### src/rtl/ps2_grid_pkg.sv
// Shared scan codes, move direction encoding and decoder states for the PS/2 grid mover.
package ps2_grid_pkg;

  localparam int FRAME_BITS = 11;

  localparam logic [7:0] SC_EXT   = 8'hE0;
  localparam logic [7:0] SC_BRK   = 8'hF0;
  localparam logic [7:0] SC_UP    = 8'h75;
  localparam logic [7:0] SC_DOWN  = 8'h72;
  localparam logic [7:0] SC_LEFT  = 8'h6B;
  localparam logic [7:0] SC_RIGHT = 8'h74;
  localparam logic [7:0] SC_W     = 8'h1D;
  localparam logic [7:0] SC_S     = 8'h1B;
  localparam logic [7:0] SC_A     = 8'h1C;
  localparam logic [7:0] SC_D     = 8'h23;

  typedef enum logic [1:0] {
    DIR_UP    = 2'd0,
    DIR_DOWN  = 2'd1,
    DIR_LEFT  = 2'd2,
    DIR_RIGHT = 2'd3
  } dir_t;

  typedef enum logic [1:0] {
    DEC_IDLE,
    DEC_EXT,
    DEC_BRK,
    DEC_EXT_BRK
  } dec_state_t;

  typedef struct packed {
    logic hit;
    dir_t dir;
  } key_t;

  function automatic key_t arrow_key(input logic [7:0] code);
    key_t k;
    k.hit = 1'b1;
    k.dir = DIR_UP;
    case (code)
      SC_UP:    k.dir = DIR_UP;
      SC_DOWN:  k.dir = DIR_DOWN;
      SC_LEFT:  k.dir = DIR_LEFT;
      SC_RIGHT: k.dir = DIR_RIGHT;
      default:  k.hit = 1'b0;
    endcase
    return k;
  endfunction

  function automatic key_t wasd_key(input logic [7:0] code);
    key_t k;
    k.hit = 1'b1;
    k.dir = DIR_UP;
    case (code)
      SC_W:    k.dir = DIR_UP;
      SC_S:    k.dir = DIR_DOWN;
      SC_A:    k.dir = DIR_LEFT;
      SC_D:    k.dir = DIR_RIGHT;
      default: k.hit = 1'b0;
    endcase
    return k;
  endfunction

endpackage

### src/rtl/ps2_rx_frame.sv
// PS/2 frame receiver: synchronisers, tick-sampled shift/count, parity and timeout.
// code_valid/frame_err are registered one CLK after the stop-bit tick; no backpressure.
module ps2_rx_frame
  import ps2_grid_pkg::*;
#(
  parameter int CLK_DIV = 250,
  parameter int TIMEOUT = 4000
) (
  input  logic       CLK,
  input  logic       RST,
  input  logic       ps2_clk,
  input  logic       ps2_data,
  output logic       code_valid,
  output logic [7:0] code,
  output logic       frame_err
);

  localparam int DIV_W = (CLK_DIV > 1) ? $clog2(CLK_DIV) : 1;
  localparam int TO_W  = $clog2(TIMEOUT + 1);

  logic [1:0]       clk_sync;
  logic [1:0]       data_sync;
  logic [DIV_W-1:0] div_cnt;
  logic             tick;
  logic             clk_prev;
  logic             fall;
  logic [3:0]       bit_cnt;
  logic [9:0]       shreg;
  logic [TO_W-1:0]  to_cnt;

  // Idle-high lines, so the synchronisers reset to 1 and no edge is seen on release.
  always_ff @(posedge CLK) begin
    if (RST) begin
      clk_sync  <= 2'b11;
      data_sync <= 2'b11;
    end else begin
      clk_sync  <= {clk_sync[0], ps2_clk};
      data_sync <= {data_sync[0], ps2_data};
    end
  end

  assign tick = (div_cnt == DIV_W'(CLK_DIV - 1));

  always_ff @(posedge CLK) begin
    if (RST || tick) div_cnt <= '0;
    else             div_cnt <= div_cnt + 1'b1;
  end

  assign fall = tick && clk_prev && !clk_sync[1];

  // shreg holds bits 0..9 (start, data, parity); the stop bit is checked live.
  always_ff @(posedge CLK) begin
    if (RST) begin
      clk_prev   <= 1'b1;
      bit_cnt    <= '0;
      shreg      <= '0;
      to_cnt     <= '0;
      code_valid <= 1'b0;
      code       <= '0;
      frame_err  <= 1'b0;
    end else begin
      code_valid <= 1'b0;
      frame_err  <= 1'b0;
      if (tick) begin
        clk_prev <= clk_sync[1];
        if (fall) begin
          to_cnt <= '0;
          if (bit_cnt == 4'(FRAME_BITS - 1)) begin
            bit_cnt <= '0;
            if (!shreg[0] && data_sync[1] && (^shreg[9:1])) begin
              code_valid <= 1'b1;
              code       <= shreg[8:1];
            end else begin
              frame_err <= 1'b1;
            end
          end else begin
            shreg   <= {data_sync[1], shreg[9:1]};
            bit_cnt <= bit_cnt + 1'b1;
          end
        end else if (bit_cnt != '0) begin
          if (to_cnt == TO_W'(TIMEOUT - 1)) begin
            bit_cnt   <= '0;
            to_cnt    <= '0;
            frame_err <= 1'b1;
          end else begin
            to_cnt <= to_cnt + 1'b1;
          end
        end else begin
          to_cnt <= '0;
        end
      end
    end
  end

endmodule

### src/rtl/ps2_grid_mover.sv
// PS/2 arrow-key decoder with repeat suppression driving a bounded grid position; pos/hop
// change 2 CLK after the stop-bit tick, no backpressure. Define PS2_WASD_EN to add WASD keys.
module ps2_grid_mover
  import ps2_grid_pkg::*;
#(
  parameter int CLK_DIV = 250,
  parameter int TIMEOUT = 4000,
  parameter int X_W     = 9,
  parameter int Y_W     = 8,
  parameter int X_STEP  = 15,
  parameter int Y_STEP  = 20,
  parameter int X_MIN   = 15,
  parameter int X_MAX   = 300,
  parameter int Y_MIN   = 10,
  parameter int Y_MAX   = 220,
  parameter int X_INIT  = 150,
  parameter int Y_INIT  = 224
) (
  input  logic           CLK,
  input  logic           RST,
  input  logic           PS2_CLK,
  input  logic           PS2_DATA,
  input  logic [X_W-1:0] offset_x,
  output logic [X_W-1:0] pos_x,
  output logic [Y_W-1:0] pos_y,
  output logic           hop,
  output logic [1:0]     hop_dir,
  output logic           frame_err
);

  logic       code_valid;
  logic [7:0] code;
  logic       rx_err;

  ps2_rx_frame #(
    .CLK_DIV (CLK_DIV),
    .TIMEOUT (TIMEOUT)
  ) u_rx (
    .CLK        (CLK),
    .RST        (RST),
    .ps2_clk    (PS2_CLK),
    .ps2_data   (PS2_DATA),
    .code_valid (code_valid),
    .code       (code),
    .frame_err  (rx_err)
  );

  assign frame_err = rx_err;

  dec_state_t state, state_nxt;
  logic [3:0] held, held_nxt;
  logic       move_req, move_req_nxt;
  dir_t       move_dir, move_dir_nxt;
  key_t       akey;
`ifdef PS2_WASD_EN
  logic [3:0] wheld, wheld_nxt;
  key_t       wkey;
`endif

  always_comb begin
    state_nxt    = state;
    held_nxt     = held;
    move_req_nxt = 1'b0;
    move_dir_nxt = move_dir;
    akey         = arrow_key(code);
`ifdef PS2_WASD_EN
    wheld_nxt    = wheld;
    wkey         = wasd_key(code);
`endif
    if (rx_err) begin
      state_nxt = DEC_IDLE;
    end else if (code_valid) begin
      case (state)
        DEC_IDLE: begin
          if (code == SC_EXT)      state_nxt = DEC_EXT;
          else if (code == SC_BRK) state_nxt = DEC_BRK;
`ifdef PS2_WASD_EN
          else if (wkey.hit && !wheld[wkey.dir]) begin
            wheld_nxt[wkey.dir] = 1'b1;
            move_req_nxt        = 1'b1;
            move_dir_nxt        = wkey.dir;
          end
`endif
        end
        DEC_EXT: begin
          if (code == SC_BRK) begin
            state_nxt = DEC_EXT_BRK;
          end else begin
            state_nxt = DEC_IDLE;
            // A held key's typematic repeat is swallowed here.
            if (akey.hit && !held[akey.dir]) begin
              held_nxt[akey.dir] = 1'b1;
              move_req_nxt       = 1'b1;
              move_dir_nxt       = akey.dir;
            end
          end
        end
        DEC_BRK: begin
          state_nxt = DEC_IDLE;
`ifdef PS2_WASD_EN
          if (wkey.hit) wheld_nxt[wkey.dir] = 1'b0;
`endif
        end
        DEC_EXT_BRK: begin
          state_nxt = DEC_IDLE;
          if (akey.hit) held_nxt[akey.dir] = 1'b0;
        end
        default: state_nxt = DEC_IDLE;
      endcase
    end
  end

  always_ff @(posedge CLK) begin
    if (RST) begin
      state    <= DEC_IDLE;
      held     <= '0;
      move_req <= 1'b0;
      move_dir <= DIR_UP;
`ifdef PS2_WASD_EN
      wheld    <= '0;
`endif
    end else begin
      state    <= state_nxt;
      held     <= held_nxt;
      move_req <= move_req_nxt;
      move_dir <= move_dir_nxt;
`ifdef PS2_WASD_EN
      wheld    <= wheld_nxt;
`endif
    end
  end

  logic [X_W:0]   eff_x;
  logic [X_W:0]   sum_x;
  logic [Y_W:0]   sum_y;
  logic           move_ok;
  logic [X_W-1:0] x_new;
  logic [Y_W-1:0] y_new;

  assign eff_x = {1'b0, pos_x} + {1'b0, offset_x};
  assign sum_x = {1'b0, pos_x} + (X_W+1)'(X_STEP);
  assign sum_y = {1'b0, pos_y} + (Y_W+1)'(Y_STEP);

  always_comb begin
    move_ok = 1'b0;
    x_new   = pos_x;
    y_new   = pos_y;
    case (move_dir)
      DIR_UP: if (pos_y > Y_W'(Y_MIN) && pos_y >= Y_W'(Y_STEP)) begin
        move_ok = 1'b1;
        y_new   = pos_y - Y_W'(Y_STEP);
      end
      DIR_DOWN: if (pos_y < Y_W'(Y_MAX)) begin
        move_ok = 1'b1;
        y_new   = sum_y[Y_W] ? '1 : sum_y[Y_W-1:0];
      end
      DIR_LEFT: if (eff_x > (X_W+1)'(X_MIN) && pos_x >= X_W'(X_STEP)) begin
        move_ok = 1'b1;
        x_new   = pos_x - X_W'(X_STEP);
      end
      DIR_RIGHT: if (eff_x < (X_W+1)'(X_MAX)) begin
        move_ok = 1'b1;
        x_new   = sum_x[X_W] ? '1 : sum_x[X_W-1:0];
      end
      default: move_ok = 1'b0;
    endcase
  end

  always_ff @(posedge CLK) begin
    if (RST) begin
      pos_x   <= X_W'(X_INIT);
      pos_y   <= Y_W'(Y_INIT);
      hop     <= 1'b0;
      hop_dir <= 2'd0;
    end else begin
      hop <= move_req && move_ok;
      if (move_req && move_ok) begin
        pos_x   <= x_new;
        pos_y   <= y_new;
        hop_dir <= move_dir;
      end
    end
  end

endmodule

### config.mk
export PLATFORM = sky130hd
export DESIGN_NAME = ps2_grid_mover
export DESIGN_NICKNAME = d
export VERILOG_FILES = /design/src/rtl/ps2_grid_pkg.sv /design/src/rtl/ps2_rx_frame.sv /design/src/rtl/ps2_grid_mover.sv
export SDC_FILE = /design/constraint.sdc
export NUM_CORES = 1
export LEC_CHECK = 0
export BUFFER_PORTS_ARGS = -buffer_cell sky130_fd_sc_hd__buf_4
export CORE_MARGIN = 5
export CORE_UTILIZATION = 45
export DETAILED_ROUTE_END_ITERATION = 8
export SKIP_LAST_GASP = 1
export SYNTH_ARGS = -nofsm -noshare
export SYNTH_HDL_FRONTEND = slang
export SYNTH_SLANG_ARGS = --single-unit
### constraint.sdc
create_clock -name CLK -period 3.46 [get_ports CLK]
set_input_delay 0.692 -clock CLK [delete_from_list [all_inputs] [get_ports CLK]]
set_output_delay 0.692 -clock CLK [all_outputs]
set_load 0.02 [all_outputs]
==> results_dict.tcl, run 1 <==
set metrics [dict create \
    met1_length_mm 4.61 \
    rsz0062_at_grt "false" \
    max_slew_margin 0.466 \
    swShare 0.225 \
    die_h_um 108 \
    drc_errors 0 \
    placed_cell_area_mm2 0.00474 \
    syn-num-nets 591 \
    fin_nets 621 \
    dr_wl_met2_mm 4.49 \
    instances_no_fill 725 \
    finalSetupTns_ns 0 \
    synth-seq-cells 77 \
    power_density_mw_per_mm2 356 \
    hpwl_mm 6.86 \
    power.leakage_uw 0.00185 \
    grt_pass1_vias 3692 \
    synth.top_cell.area_share 0.353 \
    final.min_clock_period_ns 3.10 \
    antennaDiodeCount 0 \
    path_clk_slew_ns 0.08 \
    ff2ff_setup_slack_ns 0.49 \
    wire_per_inst_um 13.2 \
    combPwrFrac 0.052 \
    clock_latency_ns 0.35 \
    synth-edff-count 0 \
    met3_length_um 334 \
    dpl_worst_slack_ns 0.0575 \
    cts_tree "done" \
    cts_hold_buf 0 \
    area_growth_pct 14.0 \
    final_area_mm2 0.00497 \
    p_clk_frac 0.444 \
    crit_path_end_kind "flip-flop" \
    clockRootBuffer "clkbuf_8" \
    total_power_uw 1770 \
    ir_drop_v 0.000188 \
    final.setup_skew_ns 0.00723 \
    dr.pass1.iters 4 \
    worst_slew_pin_slew_ns 0.797 \
    hp-class "flip-flop to flip-flop" \
    io_buffers 33 \
    ioPinCount 34 \
    worstPathRequired_ns 3.72 \
    synth_area_per_cell_um2 7.84 \
    critPathMaxFanout 7 \
    grt_max_degree 57 \
    fin_ws_ns 0.362 \
    holdCritStartpoint "u_rx.clk_sync[0]" \
    post_cts_buffers 0 \
    fmaxAchievable_ghz 0.323 \
    core_mm2 0.00959 \
    status "finished clean" \
    place_inst 709 \
    drtIter0Drc 148 \
    power_frac_seq 0.504 \
    p_int_uw 1370 \
    rows 36 \
    syn_inst 557 \
    h-tree-depth 3 \
    grt_overflow_total 0 \
    yosysWarnings 0 \
    start_util 0.455 \
    nFillCells 990 \
    dr_total_vias 3964 \
    arrival_ns 3.36 \
    period_share 0.895 \
    top_layer "met4" \
    antenna_found_initial 0 \
    ys.flop_type "dfxtp_1" \
    netlist_top_cells_area "dfxtp_1 (35%), nand2_1 (7.5%), ha_1 (5.7%)" \
    clockBufferDepth 2 \
    reg2reg_from "pos_x[5]" \
    critPathLaunchType "input port" \
    grt_pass1_wl_mm 16.5 \
    yosysTopAreaCell "dfxtp_1" \
    vias_per_cell 5.47 \
    yosys.cell_types.count 64 \
    grt_usage 0.171 \
    die_w_um 108 \
    drive_gt1_frac 0.125 \
    switchingPower_uw 398 \
    critPathKind "input port to flip-flop" \
    syn_area_mm2 0.00437 \
    ant_nets 0 \
    finalHoldViolations 0 \
    drv_cap 0 \
    cts_resized 0 \
    critical_path.startpoint "offset_x[0]" \
    clock-sinks 77 \
    slew_viol_final 0 \
    cts_made_buffers 9 \
    drt-total-wl_mm 9.57 \
    seq_area_frac_synth 0.353 \
    die-area_mm2 0.0118 \
    gp_congestion 0.851 \
    synth_async_sr_flop_share 0 \
    setup_violations 0 \
]
layout make-up:
cell class / count / area (um2) / area share
Inverter: 13 / 48.8 / 0.00981
Timing Repair Buffer: 42 / 315 / 0.0634
Tap cell: 133 / 166 / 0.0335
Sequential cell: 77 / 1540 / 0.310
Clock inverter: 5 / 81.3 / 0.0163
Clock buffer: 11 / 151 / 0.0304
Multi-Input combinational cell: 444 / 2670 / 0.537
worst max-delay path, cell delays in order:
cell      delay, ns
buf_4          0.11
ha_1           0.21
fa_1           0.41
a21o_1         0.22
a221oi_1       0.30
xnor2_1        0.18
nor3_2         0.10
a211oi_1       0.67
nor2_1         0.21
a211oi_1       0.26
cells in the mapped netlist (all sizes together) (12+ instances only):
cell type / number
o21ai: 35
dfxtp: 77
nand2: 87
xnor2: 14
clkbuf: 20
inv: 12
ha: 20
nor2: 51
nand3: 28
nor3: 20
a21oi: 43
registers in the layout, summed over array words and instances, names as in the netlist, named ones only:
register and flops:
u_rx.code 8, u_rx.bit_cnt 4, hop 1, u_rx.shreg 10, u_rx.clk_prev 1, u_rx.data_sync 2, u_rx.frame_err 1, u_rx.clk_sync 2
hop_dir 2, u_rx.code_valid 1, state 2, u_rx.to_cnt 12, move_req 1, pos_x 9, pos_y 7, u_rx.div_cnt 8
move_dir 2
cells in the final DEF, fill, tap and decap left out, drive strengths merged, types with 3 or more instances in the layout:
cell,count
nor2b,10
nand4,3
nor4,6
or2,9
nand3b,11
nor2,51
a211oi,7
nor3,20
xnor2,14
dfxtp,77
a311oi,3
nand3,28
o21ai,35
and3,11
nand2b,9
clkbuf,11
o31ai,5
and4,4
inv,13
o211ai,3
nor3b,3
a31oi,6
nand2,87
or4,3
xor2,8
a211o,3
a21o,4
buf,42
a21oi,43
nor4b,5
ha,20
power groups by stage:
stage | Clock, uW | Sequential [uW] | Combinational (uW)
global route | 848 | 895 | 102
finish | 787 | 894 | 91.7
global placement | 0 | 915 | 89.4
floorplan | 0 | 914 | 66.4
CTS | 810 | 894 | 91.7
detailed placement | 0 | 915 | 91.2
worst paths after layout:
path                      end  cells past startpoint
min reg2reg  u_rx.clk_sync[1]                      1
max reg2reg          pos_x[3]                      8
min          u_rx.clk_sync[1]                      1
max                  pos_x[3]                     10
metal layers:
metal  global-route usage  vias up
met3               0.0257       10
met5                    0        -
met1                0.216     1845
met4               0.0685        0
li1                     -     2047
met2                0.290       62
through the flow:
stage / util / hold slack, ns
after floorplan: - / 0.389
after global placement: 0.494 / 0.393
after detailed placement: 0.494 / 0.398
after CTS: 0.519 / 0.418
after global routing: 0.519 / 0.423
final: 0.519 / 0.415
logic make-up after synthesis:
family,after synthesis,synth area share
simple gates,271,0.317
mux,2,0.00459
compound gates,127,0.179
xor+xnor,23,0.0493
buf+inv,36,0.0353
fa+ha+maj,21,0.0619
flops,77,0.353
Note: power is estimated with default switching activity, not from simulation.
==> run 2, diff against run 1 <==
--- a/config.mk
+++ b/config.mk
@@ -6,6 +6,7 @@
 export NUM_CORES = 1
 export LEC_CHECK = 0
 export BUFFER_PORTS_ARGS = -buffer_cell sky130_fd_sc_hd__buf_4
+export CORE_ASPECT_RATIO = 0.9
 export CORE_MARGIN = 5
 export CORE_UTILIZATION = 45
 export DETAILED_ROUTE_END_ITERATION = 8
==> run 2 against run 1 <==
  * Cell count is 1.4% lower
  * Critical endpoint is now hop_dir[0]
  * Count of clock-buffer cells in the layout unchanged
  * Fmax is 2.7% lower
  * Worst setup slack got worse by 0.085 ns
  * Cell area fell by 0.88%
  * Clock power down 9.9%
  * Sequential power hardly changed
  * Register-to-register slack got worse by 0.21 ns
  * Clock skew is essentially flat
  * Sequential share of layout area increased by 0.28 points
  * Utilization down 0.34 points
  * Critical path depth shrank 2
==> results_dict.tcl, run 2 (synthesis gave the netlist of run 1 again) <==
set metrics [dict create \
    status "finished clean" \
    antenna_found_initial 0 \
    final_util 0.515 \
    start_util 0.456 \
    gp_congestion 0.883 \
    worstPathRequired_ns 3.74 \
    setup_violations 0 \
    cts_hold_buf 0 \
    h-tree-depth 3 \
    grt_pass1_wl_mm 16.1 \
    drc_errors 0 \
    cts_tree "done" \
    power.leakage_uw 0.00183 \
    worst_r2r_endpoint "hop_dir[0]" \
    period_share 0.920 \
    post_cts_buffers 0 \
    ant_nets 0 \
    vias_per_cell 5.45 \
    final.setup_skew_ns 0.00762 \
    core_mm2 0.00957 \
    hold_end "u_rx.clk_sync[1]" \
    critPathKind "flip-flop to flip-flop" \
    cts_resized 0 \
    drv_cap 0 \
    max_slew_margin 0.490 \
    regMostFlops "u_rx.to_cnt" \
    hpwl_mm 6.62 \
    critPathMaxFanout 11 \
    drtIter0Drc 207 \
    critPathLaunchType "flip-flop" \
    dr.pass1.iters 4 \
    ir_drop_v 0.000207 \
    holdCritStartpoint "u_rx.clk_sync[0]" \
    clockRootBuffer "clkbuf_8" \
    grt_pass1_vias 3575 \
    grt_overflow_total 0 \
    clock-sinks 77 \
    die_h_um 103 \
    final.min_clock_period_ns 3.18 \
    arrival_ns 3.46 \
    die_w_um 114 \
    worst_slew_pin_slew_ns 0.754 \
    crit_path_end_kind "flip-flop" \
    final_common_cell "nand2_1" \
    io_buffers 33 \
    rr_worst_depth 8 \
    clock_latency_ns 0.34 \
    path_clk_slew_ns 0.08 \
    dr_total_vias 3897 \
    die-area_mm2 0.0118 \
    reg2reg_from "pos_x[2]" \
    whs_ns 0.417 \
    clockBufferDepth 2 \
    hp-class "flip-flop to flip-flop" \
    area_growth_pct 13.0 \
    ff2ff_setup_slack_ns 0.28 \
    grt_usage 0.164 \
    reg_top3 "u_rx.to_cnt (12), u_rx.shreg (10), pos_x (9)" \
    wire_per_inst_um 13.0 \
    largest_reg_flops 12 \
    finalHoldViolations 0 \
    cts_made_buffers 9 \
    rsz0062_at_grt "false" \
    critical_path.startpoint "pos_x[2]" \
    rows 34 \
    final_cell_mix "nand2_1 (87), dfxtp_1 (77), nor2_1 (51)" \
    power_density_mw_per_mm2 344 \
    slew_viol_final 0 \
    ioPinCount 34 \
    drt-total-wl_mm 9.32 \
    fmaxAchievable_ghz 0.314 \
    antennaDiodeCount 0 \
    hold_depth 1 \
    drive_gt1_frac 0.122 \
    fin_nets 619 \
    grt_max_degree 57 \
]
==> run 2: cell count changes in the layout (fill, tap and decap cells not counted) <==
cell / change
a31oi_1: -1
a31oi_2: +1
buf_4: -2
bufinv_16: -1
clkinv_2: -1
inv_6: +1
==> run 2: worst max-delay path: stages (launching register included) <==
cell	delay (ns)
dfxtp_1	0.54
ha_1	0.33
or2_2	0.32
a41o_1	0.28
a311oi_1	0.38
nor4b_1	0.45
a31oi_2	0.33
a21oi_1	0.28
mux2i_1	0.20
==> run 2: per-layer routing <==
layer	share of wire	track usage	vias to the layer above	routed length, um
met4	0.0034	0.0447	0	32
met3	0.034	0.0349	2	320
met2	0.46	0.280	50	4330
met5	0	0	-	0
li1	-	-	2043	-
met1	0.50	0.211	1802	4640
==> run 2: worst max-delay path by stage <==
stage	endpoint	depth (start not counted)
after CTS	hop_dir[0]	8
final	hop_dir[0]	8
after global placement	pos_x[7]	10
after floorplan	pos_x[5]	9
after detailed placement	pos_x[6]	10
after global routing	hop_dir[0]	8
==> run 2: where the power goes <==
part           switching (uW)  leakage (uW)  total [uW]  internal [uW]
Combinational            55.8       0.00111        92.6           36.8
Clock                     334      0.000102         709            374
Sequential               3.56      0.000622         894            890
==> run 2: cell type report <==
| cell class | instances | area [um2] |
|---|---|---|
| clock buffers | 11 | 151 |
| clock inverters | 4 | 55.1 |
| fillers | 953 | 4640 |
| inverters | 13 | 48.8 |
| multi-input cells | 444 | 2680 |
| flip-flops and latches | 77 | 1540 |
| well taps | 126 | 158 |
| repair buffers | 40 | 300 |
==> run 2: through the flow <==
step / total power [uW] / setup slack [ns] / setup TNS (ns) / instance area [um2] / instances
after floorplan: 980 / 0.501 / 0 / 4370 / 557
after detailed placement: 1010 / -0.0489 / -0.141 / 4720 / 700
after global placement: 1010 / 0.00301 / 0 / 4720 / 700
after global routing: 1770 / 0.0550 / 0 / 4930 / 715
after CTS: 1720 / 0.247 / 0 / 4920 / 715
final: 1700 / 0.277 / 0 / 4930 / 715
==> run 3, diff against run 2 <==
--- a/config.mk
+++ b/config.mk
@@ -8,8 +8,10 @@
 export BUFFER_PORTS_ARGS = -buffer_cell sky130_fd_sc_hd__buf_4
 export CORE_ASPECT_RATIO = 0.9
 export CORE_MARGIN = 5
-export CORE_UTILIZATION = 45
+export CORE_UTILIZATION = 55
 export DETAILED_ROUTE_END_ITERATION = 8
+export PLACE_DENSITY = 0.74
+export SETUP_SLACK_MARGIN = 0.02
 export SKIP_LAST_GASP = 1
 export SYNTH_ARGS = -nofsm -noshare
 export SYNTH_HDL_FRONTEND = slang
==> run 3 against run 2 <==
  * Clock power down 11%
  * Sequential power about the same
  * Non-clock buffer count down 2
==> results_dict.tcl, run 3 (synthesis gave the netlist of run 1 again) <==
set metrics [dict create \
    arrival_ns 3.45 \
    finalHoldViolations 0 \
    reg_top3 "u_rx.to_cnt (12), u_rx.shreg (10), pos_x (9)" \
    finalSetupTns_ns 0 \
    grtUsageMet1 0.241 \
    switchingPower_uw 393 \
    start_util 0.570 \
    worst_r2r_endpoint "pos_x[6]" \
    whs_ns 0.415 \
    grt_overflow_total 0 \
    setup_violations 0 \
    io_buffers 33 \
    critPathKind "input port to flip-flop" \
    gp_congestion 0.868 \
    clock-sinks 77 \
    globalRoute.busiestLayer "met2" \
    h-tree-depth 3 \
    regMostFlops "u_rx.to_cnt" \
    p_int_uw 1230 \
    grt_max_degree 57 \
    instances_no_fill 684 \
    swShare 0.242 \
    grt_pass1_wl_mm 16.4 \
    final_cell_mix "nand2_1 (87), dfxtp_1 (77), nor2_1 (51)" \
    drtIter0Drc 192 \
    vias_per_cell 5.92 \
    dr_total_vias 4047 \
    critPathLaunchType "input port" \
    critical_path.startpoint "offset_x[0]" \
    power_frac_seq 0.552 \
    crit_end "pos_x[6]" \
    hpwl_mm 6.79 \
    grt_usage 0.197 \
    rows 30 \
    critPathMaxFanout 10 \
    cts_hold_buf 0 \
    path_clk_slew_ns 0.08 \
    largest_reg_flops 12 \
    ff2ff_setup_slack_ns 0.28 \
    area_growth_pct 11.1 \
    clockRootBuffer "clkbuf_8" \
    reg2reg_from "pos_x[2]" \
    gr-usage-met3 0.0554 \
    final.setup_skew_ns 0.00847 \
    cpMostUsedCell "a31oi_1" \
    cts_resized 0 \
    wire_per_inst_um 13.8 \
    core_mm2 0.00766 \
    crit_path_end_kind "flip-flop" \
    drive_gt1_frac 0.119 \
    power_density_mw_per_mm2 334 \
    die-area_mm2 0.00982 \
    p_clk_frac 0.391 \
    post_cts_buffers 0 \
    crit_path_max_incr_delay_ns 0.78 \
    drv_cap 0 \
    ant_nets 0 \
    ioPinCount 34 \
    hp-class "flip-flop to flip-flop" \
    drc_errors 0 \
    worst_slew_pin_slew_ns 0.931 \
    ir_drop_v 0.000282 \
    dr.pass1.iters 4 \
    status "finished clean" \
    antennaDiodeCount 0 \
    combPwrFrac 0.057 \
    slew_viol_final 0 \
    die_h_um 94.5 \
    worstPathRequired_ns 3.72 \
    power.leakage_uw 0.00181 \
    grt_pass1_vias 3750 \
    use_met2 0.333 \
    die_w_um 104 \
    cts_tree "done" \
    final.min_clock_period_ns 3.19 \
    final_common_cell "nand2_1" \
    rr_worst_depth 8 \
    period_share 0.921 \
    crit_chain "buf_4 > ha_1 > fa_1 > a21o_1 > a221oi_1 > xnor2_1 > nor3_2 > a31oi_1 > a31oi_1 > a311oi_1" \
    drt-total-wl_mm 9.41 \
    clockBufferDepth 2 \
    cts_made_buffers 9 \
    clock_latency_ns 0.35 \
    fmaxAchievable_ghz 0.314 \
    holdCritStartpoint "u_rx.clk_sync[0]" \
    max_slew_margin 0.376 \
    nFillCells 696 \
    slowest_stage "a31oi_1" \
    place_inst 668 \
    total_power_uw 1620 \
    fin_nets 617 \
    antenna_found_initial 0 \
    rsz0062_at_grt "false" \
]
[run 3: metal layers]
layer / up-vias / wire (um)
met4: 0 / 158
met1: 1893 / 4270
li1: 2035 / -
met3: 15 / 497
met5: - / 0
met2: 104 / 4480
[run 3: worst max-delay path: cells and delay by family]
family	cells	cell delay, ns
AOI/OAI and AO/OA	5	1.74
buffers and inverters	1	0.11
adders and majority gates	2	0.63
xor gates and xnor gates	1	0.19
and+or+nand+nor	1	0.10
[run 3: area by class of cell]
cell class | instances | area, um2 | area share
multi-input cells | 444 | 2670 | 0.550
flip-flops and latches | 77 | 1540 | 0.318
repair buffers | 38 | 285 | 0.0588
clock buffers | 11 | 151 | 0.0312
well taps | 96 | 120 | 0.0248
inverters | 13 | 48.8 | 0.0101
clock inverters | 5 | 33.8 | 0.00696
[run 3: worst min-delay path by stage]
stage               depth (start not counted)                end
floorplan                                   1   u_rx.clk_sync[1]
global placement                            1   u_rx.clk_sync[1]
detailed placement                          1  u_rx.data_sync[1]
CTS                                         1   u_rx.clk_sync[1]
global route                                1  u_rx.data_sync[1]
finish                                      1   u_rx.clk_sync[1]
[run 3: per-stage QoR]
step | worst slack [ns] | util | instance area [um2]
global route | 0.0550 | 0.633 | 4850
CTS | 0.315 | 0.633 | 4850
finish | 0.275 | 0.633 | 4850
floorplan | 0.501 | - | 4370
global placement | 0.0732 | 0.609 | 4670
detailed placement | -0.0497 | 0.609 | 4670
[run 3: power by group through the flow]
stage          combinational [uW]  sequential, uW  clock [uW]
2_1_floorplan                66.4             914           0
3_3_place_gp                 88.5             915           0
4_1_cts                      91.9             894         643
5_1_grt                       103             895         693
3_5_place_dp                 91.6             915           0
6_report                     92.2             894         633
